$ cat src/rtl/lc3_mem_pkg.sv
// rtl/lc3_mem_pkg.sv - shared types and defaults for the LC-3 SRAM access sequencer
// Purpose: FSM state encoding, wait-counter width, data width and MMIO address defaults,
//          plus a saturating increment helper for the wait counter.
// Ports:   none (package)
package lc3_mem_pkg;

   localparam int          DATA_W_DEFAULT    = 16;
   localparam logic [15:0] MMIO_ADDR_DEFAULT = 16'hFFFF;
   localparam int          WAIT_CNT_W        = 4;

   typedef enum logic [2:0] {
      S_IDLE,
      S_RD_WAIT,
      S_RD_CAPT,
      S_WR_SETUP,
      S_WR_PULSE,
      S_WR_HOLD,
      S_DONE,
      S_REARM
   } state_t;

   // Counter sticks at all-ones rather than wrapping.
   function automatic logic [WAIT_CNT_W-1:0] sat_inc(input logic [WAIT_CNT_W-1:0] v);
      return (&v) ? v : v + 1'b1;
   endfunction

endpackage

$ cat src/rtl/lc3_sram_ctrl.sv
// rtl/lc3_sram_ctrl.sv - LC-3 memory access sequencer driving asynchronous SRAM strobes
// Purpose: turns level Mem_OE / Mem_WE requests with a MAR address and MDR data into timed,
//          registered SRAM strobes, returns read data and a one-cycle Mem_Ready pulse.
// Optional feature macro: LC3_MMIO_EN (address MMIO_ADDR maps to Switches / HEX_Data).
// Ports:
//   Clk, Reset                 clock, synchronous active-high reset
//   Mem_OE, Mem_WE             level read / write requests (write wins)
//   ADDR, Data_from_CPU        word address from MAR, write data from MDR
//   Data_to_CPU, Mem_Ready     last read data, one-cycle completion pulse
//   Busy                       high whenever the sequencer is not idle
//   SRAM_ADDR, SRAM_*_N        registered address and active-low strobes
//   SRAM_DQ_o, SRAM_DQ_oe      write data and its drive enable (tristate built above)
//   SRAM_DQ_i                  read data from the pad
//   Switches, HEX_Data         MMIO read source / write target
module lc3_sram_ctrl
   import lc3_mem_pkg::*;
#(
   parameter int          ADDR_W    = 20,
   parameter int          DATA_W    = DATA_W_DEFAULT,
   parameter int          RD_WAIT   = 2,
   parameter int          WR_WAIT   = 2,
   parameter logic [15:0] MMIO_ADDR = MMIO_ADDR_DEFAULT
) (
   input  logic              Clk,
   input  logic              Reset,
   input  logic              Mem_OE,
   input  logic              Mem_WE,
   input  logic [15:0]       ADDR,
   input  logic [DATA_W-1:0] Data_from_CPU,
   output logic [DATA_W-1:0] Data_to_CPU,
   output logic              Mem_Ready,
   output logic              Busy,
   output logic [ADDR_W-1:0] SRAM_ADDR,
   output logic              SRAM_CE_N,
   output logic              SRAM_OE_N,
   output logic              SRAM_WE_N,
   output logic              SRAM_UB_N,
   output logic              SRAM_LB_N,
   output logic [DATA_W-1:0] SRAM_DQ_o,
   output logic              SRAM_DQ_oe,
   input  logic [DATA_W-1:0] SRAM_DQ_i,
   input  logic [DATA_W-1:0] Switches,
   output logic [DATA_W-1:0] HEX_Data
);

   localparam logic [WAIT_CNT_W-1:0] RD_LAST = WAIT_CNT_W'(RD_WAIT - 1);
   localparam logic [WAIT_CNT_W-1:0] WR_LAST = WAIT_CNT_W'(WR_WAIT - 1);

   state_t                  state, state_nxt;
   logic [WAIT_CNT_W-1:0]   wait_cnt, cnt_nxt;

   logic                    req;
   logic                    accept;
   logic                    mmio_hit;
   logic                    rd_capture;

   logic                    ce_n_nxt, oe_n_nxt, we_n_nxt, bytes_n_nxt, dq_oe_nxt;
   logic                    ready_nxt, busy_nxt;
   logic [DATA_W-1:0]       data_nxt;

   assign req    = Mem_OE | Mem_WE;
   assign accept = (state == S_IDLE) && req;

`ifdef LC3_MMIO_EN
   assign mmio_hit = (ADDR == MMIO_ADDR);
`else
   assign mmio_hit = 1'b0;
   logic unused_mmio;
   assign unused_mmio = ^{Switches, MMIO_ADDR};
`endif

   // ---------------------------------------------------------------------
   // Next-state logic
   // ---------------------------------------------------------------------
   always_comb begin
      state_nxt = state;
      case (state)
         S_IDLE: begin
            if (req) begin
               if (mmio_hit)    state_nxt = S_DONE;
               else if (Mem_WE) state_nxt = S_WR_SETUP;
               else             state_nxt = S_RD_WAIT;
            end
         end
         S_RD_WAIT:  if (wait_cnt == RD_LAST) state_nxt = S_RD_CAPT;
         S_RD_CAPT:  state_nxt = S_DONE;
         S_WR_SETUP: state_nxt = S_WR_PULSE;
         S_WR_PULSE: if (wait_cnt == WR_LAST) state_nxt = S_WR_HOLD;
         S_WR_HOLD:  state_nxt = S_DONE;
         // A request still held at completion must drop before the next access.
         S_DONE:     state_nxt = req ? S_REARM : S_IDLE;
         S_REARM:    if (!req) state_nxt = S_IDLE;
         default:    state_nxt = S_IDLE;
      endcase
   end

   // ---------------------------------------------------------------------
   // Output logic: values computed from the upcoming state so every output
   // is a flop that already reflects the state it belongs to.
   // ---------------------------------------------------------------------
   always_comb begin
      ce_n_nxt    = 1'b1;
      oe_n_nxt    = 1'b1;
      we_n_nxt    = 1'b1;
      bytes_n_nxt = 1'b1;
      dq_oe_nxt   = 1'b0;
      case (state_nxt)
         S_RD_WAIT: begin
            ce_n_nxt    = 1'b0;
            oe_n_nxt    = 1'b0;
            bytes_n_nxt = 1'b0;
         end
         S_WR_SETUP, S_WR_HOLD: begin
            ce_n_nxt    = 1'b0;
            bytes_n_nxt = 1'b0;
            dq_oe_nxt   = 1'b1;
         end
         S_WR_PULSE: begin
            ce_n_nxt    = 1'b0;
            we_n_nxt    = 1'b0;
            bytes_n_nxt = 1'b0;
            dq_oe_nxt   = 1'b1;
         end
         default: ;
      endcase

      ready_nxt = (state_nxt == S_DONE);
      busy_nxt  = (state_nxt != S_IDLE);

      // Wait counter runs only while dwelling in a wait state; any entry starts it at zero.
      if (((state == S_RD_WAIT) || (state == S_WR_PULSE)) && (state_nxt == state))
         cnt_nxt = sat_inc(wait_cnt);
      else
         cnt_nxt = '0;

      // Sample the pad on the last OE-low cycle, while the SRAM is still driving it.
      rd_capture = (state == S_RD_WAIT) && (state_nxt == S_RD_CAPT);

      data_nxt = Data_to_CPU;
      if (rd_capture)
         data_nxt = SRAM_DQ_i;
`ifdef LC3_MMIO_EN
      if (accept && mmio_hit && !Mem_WE)
         data_nxt = Switches;
`endif
   end

   // ---------------------------------------------------------------------
   // State and output registers
   // ---------------------------------------------------------------------
   always_ff @(posedge Clk) begin
      if (Reset) begin
         state       <= S_IDLE;
         wait_cnt    <= '0;
         Data_to_CPU <= '0;
         Mem_Ready   <= 1'b0;
         Busy        <= 1'b0;
         SRAM_ADDR   <= '0;
         SRAM_CE_N   <= 1'b1;
         SRAM_OE_N   <= 1'b1;
         SRAM_WE_N   <= 1'b1;
         SRAM_UB_N   <= 1'b1;
         SRAM_LB_N   <= 1'b1;
         SRAM_DQ_o   <= '0;
         SRAM_DQ_oe  <= 1'b0;
      end else begin
         state       <= state_nxt;
         wait_cnt    <= cnt_nxt;
         Data_to_CPU <= data_nxt;
         Mem_Ready   <= ready_nxt;
         Busy        <= busy_nxt;
         SRAM_CE_N   <= ce_n_nxt;
         SRAM_OE_N   <= oe_n_nxt;
         SRAM_WE_N   <= we_n_nxt;
         SRAM_UB_N   <= bytes_n_nxt;
         SRAM_LB_N   <= bytes_n_nxt;
         SRAM_DQ_oe  <= dq_oe_nxt;
         if (accept) begin
            SRAM_ADDR <= ADDR_W'(ADDR);
            SRAM_DQ_o <= Data_from_CPU;
         end
      end
   end

`ifdef LC3_MMIO_EN
   always_ff @(posedge Clk) begin
      if (Reset)
         HEX_Data <= '0;
      else if (accept && mmio_hit && Mem_WE)
         HEX_Data <= Data_from_CPU;
   end
`else
   assign HEX_Data = '0;
`endif

endmodule

$ cat config.mk
export PLATFORM = sky130hd
export DESIGN_NAME = lc3_sram_ctrl
export DESIGN_NICKNAME = d
export VERILOG_FILES = /design/src/rtl/lc3_mem_pkg.sv /design/src/rtl/lc3_sram_ctrl.sv
export SDC_FILE = /design/constraint.sdc
export NUM_CORES = 1
export LEC_CHECK = 0
export BUFFER_PORTS_ARGS = -buffer_cell sky130_fd_sc_hd__clkbuf_2
export CAP_MARGIN = 5
export CORE_ASPECT_RATIO = 2
export CORE_UTILIZATION = 25
export DETAILED_ROUTE_END_ITERATION = 7
export PLACE_DENSITY = 0.62
export SLEW_MARGIN = 10
export SYNTH_ARGS = -nofsm -noshare
export SYNTH_HDL_FRONTEND = slang
export SYNTH_SLANG_ARGS = --single-unit
$ cat constraint.sdc
create_clock -name Clk -period 2.1 [get_ports Clk]
set_input_delay 0.21 -clock Clk [delete_from_list [all_inputs] [get_ports Clk]]
set_output_delay 0.21 -clock Clk [all_outputs]
set_load 0.02 [all_outputs]
==> results.txt <==
Final nets -> 489
Worst-Margin Slew -> 0.6386 ns
CTS Buf Count -> 9
Async set-reset flop share out of synthesis -> 0%
CP required -> 2.35 ns
EDFF count, synth -> 0
Row cnt -> 51
DP HPWL -> 4533 um
Seq pwr share -> 32.4%
Synth Area per Inst -> 7.942 um^2
First-pass GRT wire length -> 9335 um
Comb power frac -> 33.4%
Met3 wire len -> 353 um
RSZ-0062 raised after global routing -> false
Vias post-DR -> 2376
WL/cell -> 10.99 um
Period minus WS final -> 1.855 ns
DR vias/cell -> 4.273
Area of the mapped netlist -> 2494 um^2
Setup TNS -> 0 ns
DR pass1 iterations -> 4
Crit Path Class -> reg2reg
FF-to-FF setup slack -> 0.24 ns
Worst slack at placement -> 0.2503 ns
Final WL -> 6111 um
Peak fanout along the critical path -> 16
Post-synthesis sequential area ratio -> 48.97%
Sw Share -> 35.17%
Simple-gate portion of the synthesized area -> 23.43%
Pleak -> 1.532 nW
Hold_buf cts -> 0
Overflow after GRT -> 0
Top sig layer -> met4
Io pins -> 144
Overall power -> 0.004667 W
Setup WS post-layout -> 0.2447 ns
Peak VDD IR -> 0.5584 mV
Antenna violations before repair -> 0
CTS Sinks -> 61
Storage cell area -> 1221 um^2
Die height -> 143.2 um
Vias in the first global route -> 2069
Switching power -> 0.001641 W
Crit. End Element -> register
Final cycle utilization of the critical path -> 88.35%
Postcts setup bufs -> 0
Routability cong. -> 0.7863
Mux cell area share after synthesis -> 0%
Die ar. -> 10400 um^2
Fmax -> 539.0 MHz
Hold Crit Class -> in2reg
Yosys Warn Count -> 0
Yosys cell types -> 35
Synth Area in Compound Gates -> 14.20%
IO buf count -> 107
Commonest cells after routing, fill and taps aside -> clkbuf_2, nand2_1, dfxtp_1, a21oi_1, conb_1
Setup violators final -> 0
Worst clock skew -> 0.005163 ns
Most common cell after layout, fill and taps aside -> clkbuf_2
Die W -> 72.62 um
Fill cells -> 1074
Clk slew on worst S/H paths -> 0.05 ns
Share of post-route cells with drive strength above 1 -> 32.08%
Clock share of power -> 34.1%
Layout area overhead -> 36.08%
Post-Synth XOR/XNOR Area -> 0.7025%
PwrDens -> 1375 nW/um^2
ANT cells -> 0
Relative slew slack -> 57.43%
Longest Clk Path Bufs -> 2
Clock Tree Root -> clkbuf_16
Slew Viols, Final -> 0
Antenna viol nets, final -> 0
Initial core utilization -> 25.71%
Synth Register Bits -> 61
Final Hold Fails -> 0
Area taken by multi-input logic gates -> 1059 um^2
Largest family of logic cells by synthesized area -> simple AND/OR/NAND/NOR gates
Worst EP arrival -> 2.10 ns
# DRC -> 0
Met2 wire len -> 3281 um
Most used flip-flop cell after synthesis -> dfxtp_1
Status -> finished clean
Internal Power -> 0.003025 W
Post-Syn Instances -> 314
Clk_lat worst skew -> 0.32 ns
Startpoint types -> register
Core Area -> 9699 um^2
Post-Synth Adder-Cell Area -> 1.004%
TritonCTS clock tree -> done
Fin cells -> 556
Post_cts resized -> 0
DR iter-0 viols -> 117
Post-Place Cells -> 540
Largest net degree at the start of global routing -> 41
Max-cap violations -> 0
H-tree levels -> 3
Met1 WL -> 2275 um
Total track usage -> 11.85%
power by group through the flow:
stage | clock (W) | combinational (W) | sequential [W]
after floorplan | 0 | 0.000879 | 0.00180
after global placement | 0 | 0.00154 | 0.00153
after detailed placement | 0 | 0.00157 | 0.00154
after CTS | 0.00164 | 0.00158 | 0.00152
after global routing | 0.00169 | 0.00173 | 0.00154
final | 0.00159 | 0.00156 | 0.00151
registers in the layout, summed over array words and instances (netlist names):
name	count
Mem_Ready	1
SRAM_DQ_o	16
wait_cnt	4
SRAM_OE_N	1
Busy	1
Data_to_CPU	16
SRAM_LB_N	1
SRAM_WE_N	1
state	3
SRAM_DQ_oe	1
SRAM_ADDR	16
final timing paths:
path / startpoint / to / cells past startpoint
setup / recovery: wait_cnt[1]$_SDFFE_PP0N_ / Data_to_CPU[3]$_SDFFE_PP0P_ / 8
hold / removal: ADDR[11] / SRAM_ADDR[11]$_SDFFE_PP0P_ / 3
setup reg to reg: wait_cnt[1]$_SDFFE_PP0N_ / Data_to_CPU[3]$_SDFFE_PP0P_ / 8
hold reg to reg: SRAM_ADDR[12]$_SDFFE_PP0P_ / SRAM_ADDR[12]$_SDFFE_PP0P_ / 2
kinds of logic after synthesis:
| family | Yosys count |
|---|---|
| DFF | 61 |
| AOI/OAI and AO/OA | 65 |
| xor gates and xnor gates | 2 |
| other | 1 |
| buffers and inverters | 45 |
| and+or+nand+nor | 138 |
| adders and majority gates | 2 |
final cells by class:
cell class	count	area share, %
timing repair buffer	117	17.99
multi-input combinational	227	31.19
clock inverter	4	2.065
sequential	61	35.99
clock buffer	12	7.559
inverter	3	0.3319
tap	132	4.867
cells in the mapped netlist, types with 2 or more instances:
| master | number | area (um^2) |
|---|---|---|
| nor3b_1 | 2 | 15.01 |
| nor3_1 | 7 | 35.03 |
| nand2_1 | 101 | 379.1 |
| xnor2_1 | 2 | 17.52 |
| nand3_1 | 3 | 15.01 |
| o21ai_0 | 3 | 15.01 |
| buf_4 | 22 | 165.2 |
| nor2_1 | 16 | 60.06 |
| buf_6 | 2 | 22.52 |
| inv_1 | 3 | 11.26 |
| dfxtp_1 | 61 | 1221 |
| clkbuf_1 | 9 | 33.78 |
| a21o_1 | 2 | 15.01 |
| ha_1 | 2 | 25.02 |
| a31oi_1 | 2 | 12.51 |
| a21oi_1 | 51 | 255.2 |
| buf_2 | 8 | 40.04 |
per-stage QoR:
| step | hold WS, ns | utilization (%) | instance area (um^2) |
|---|---|---|---|
| 6_report | 0.1089 | 34.98 | 3393 |
| 5_1_grt | 0.1042 | 34.98 | 3393 |
| 4_1_cts | 0.1001 | 34.98 | 3393 |
| 3_5_place_dp | 0.4394 | 31.62 | 3067 |
| 3_3_place_gp | 0.4352 | 31.62 | 3067 |
| 2_1_floorplan | 0.3460 | - | 2565 |
critical path, stage by stage, from the launching register on:
cell     delay (ns)
dfxtp_1        0.35
inv_1          0.07
ha_1           0.15
or3b_1         0.46
buf_4          0.19
nor3_4         0.14
buf_4          0.22
nand2_1        0.07
a21oi_1        0.12
layer usage:
metal  vias to the layer above  GRT usage (%)
met5                         -              0
met1                      1068          11.67
met3                        16          3.176
met4                         0          7.430
met2                       101          21.30
li1                       1191              -
Note: power is estimated with default switching activity, not from simulation.
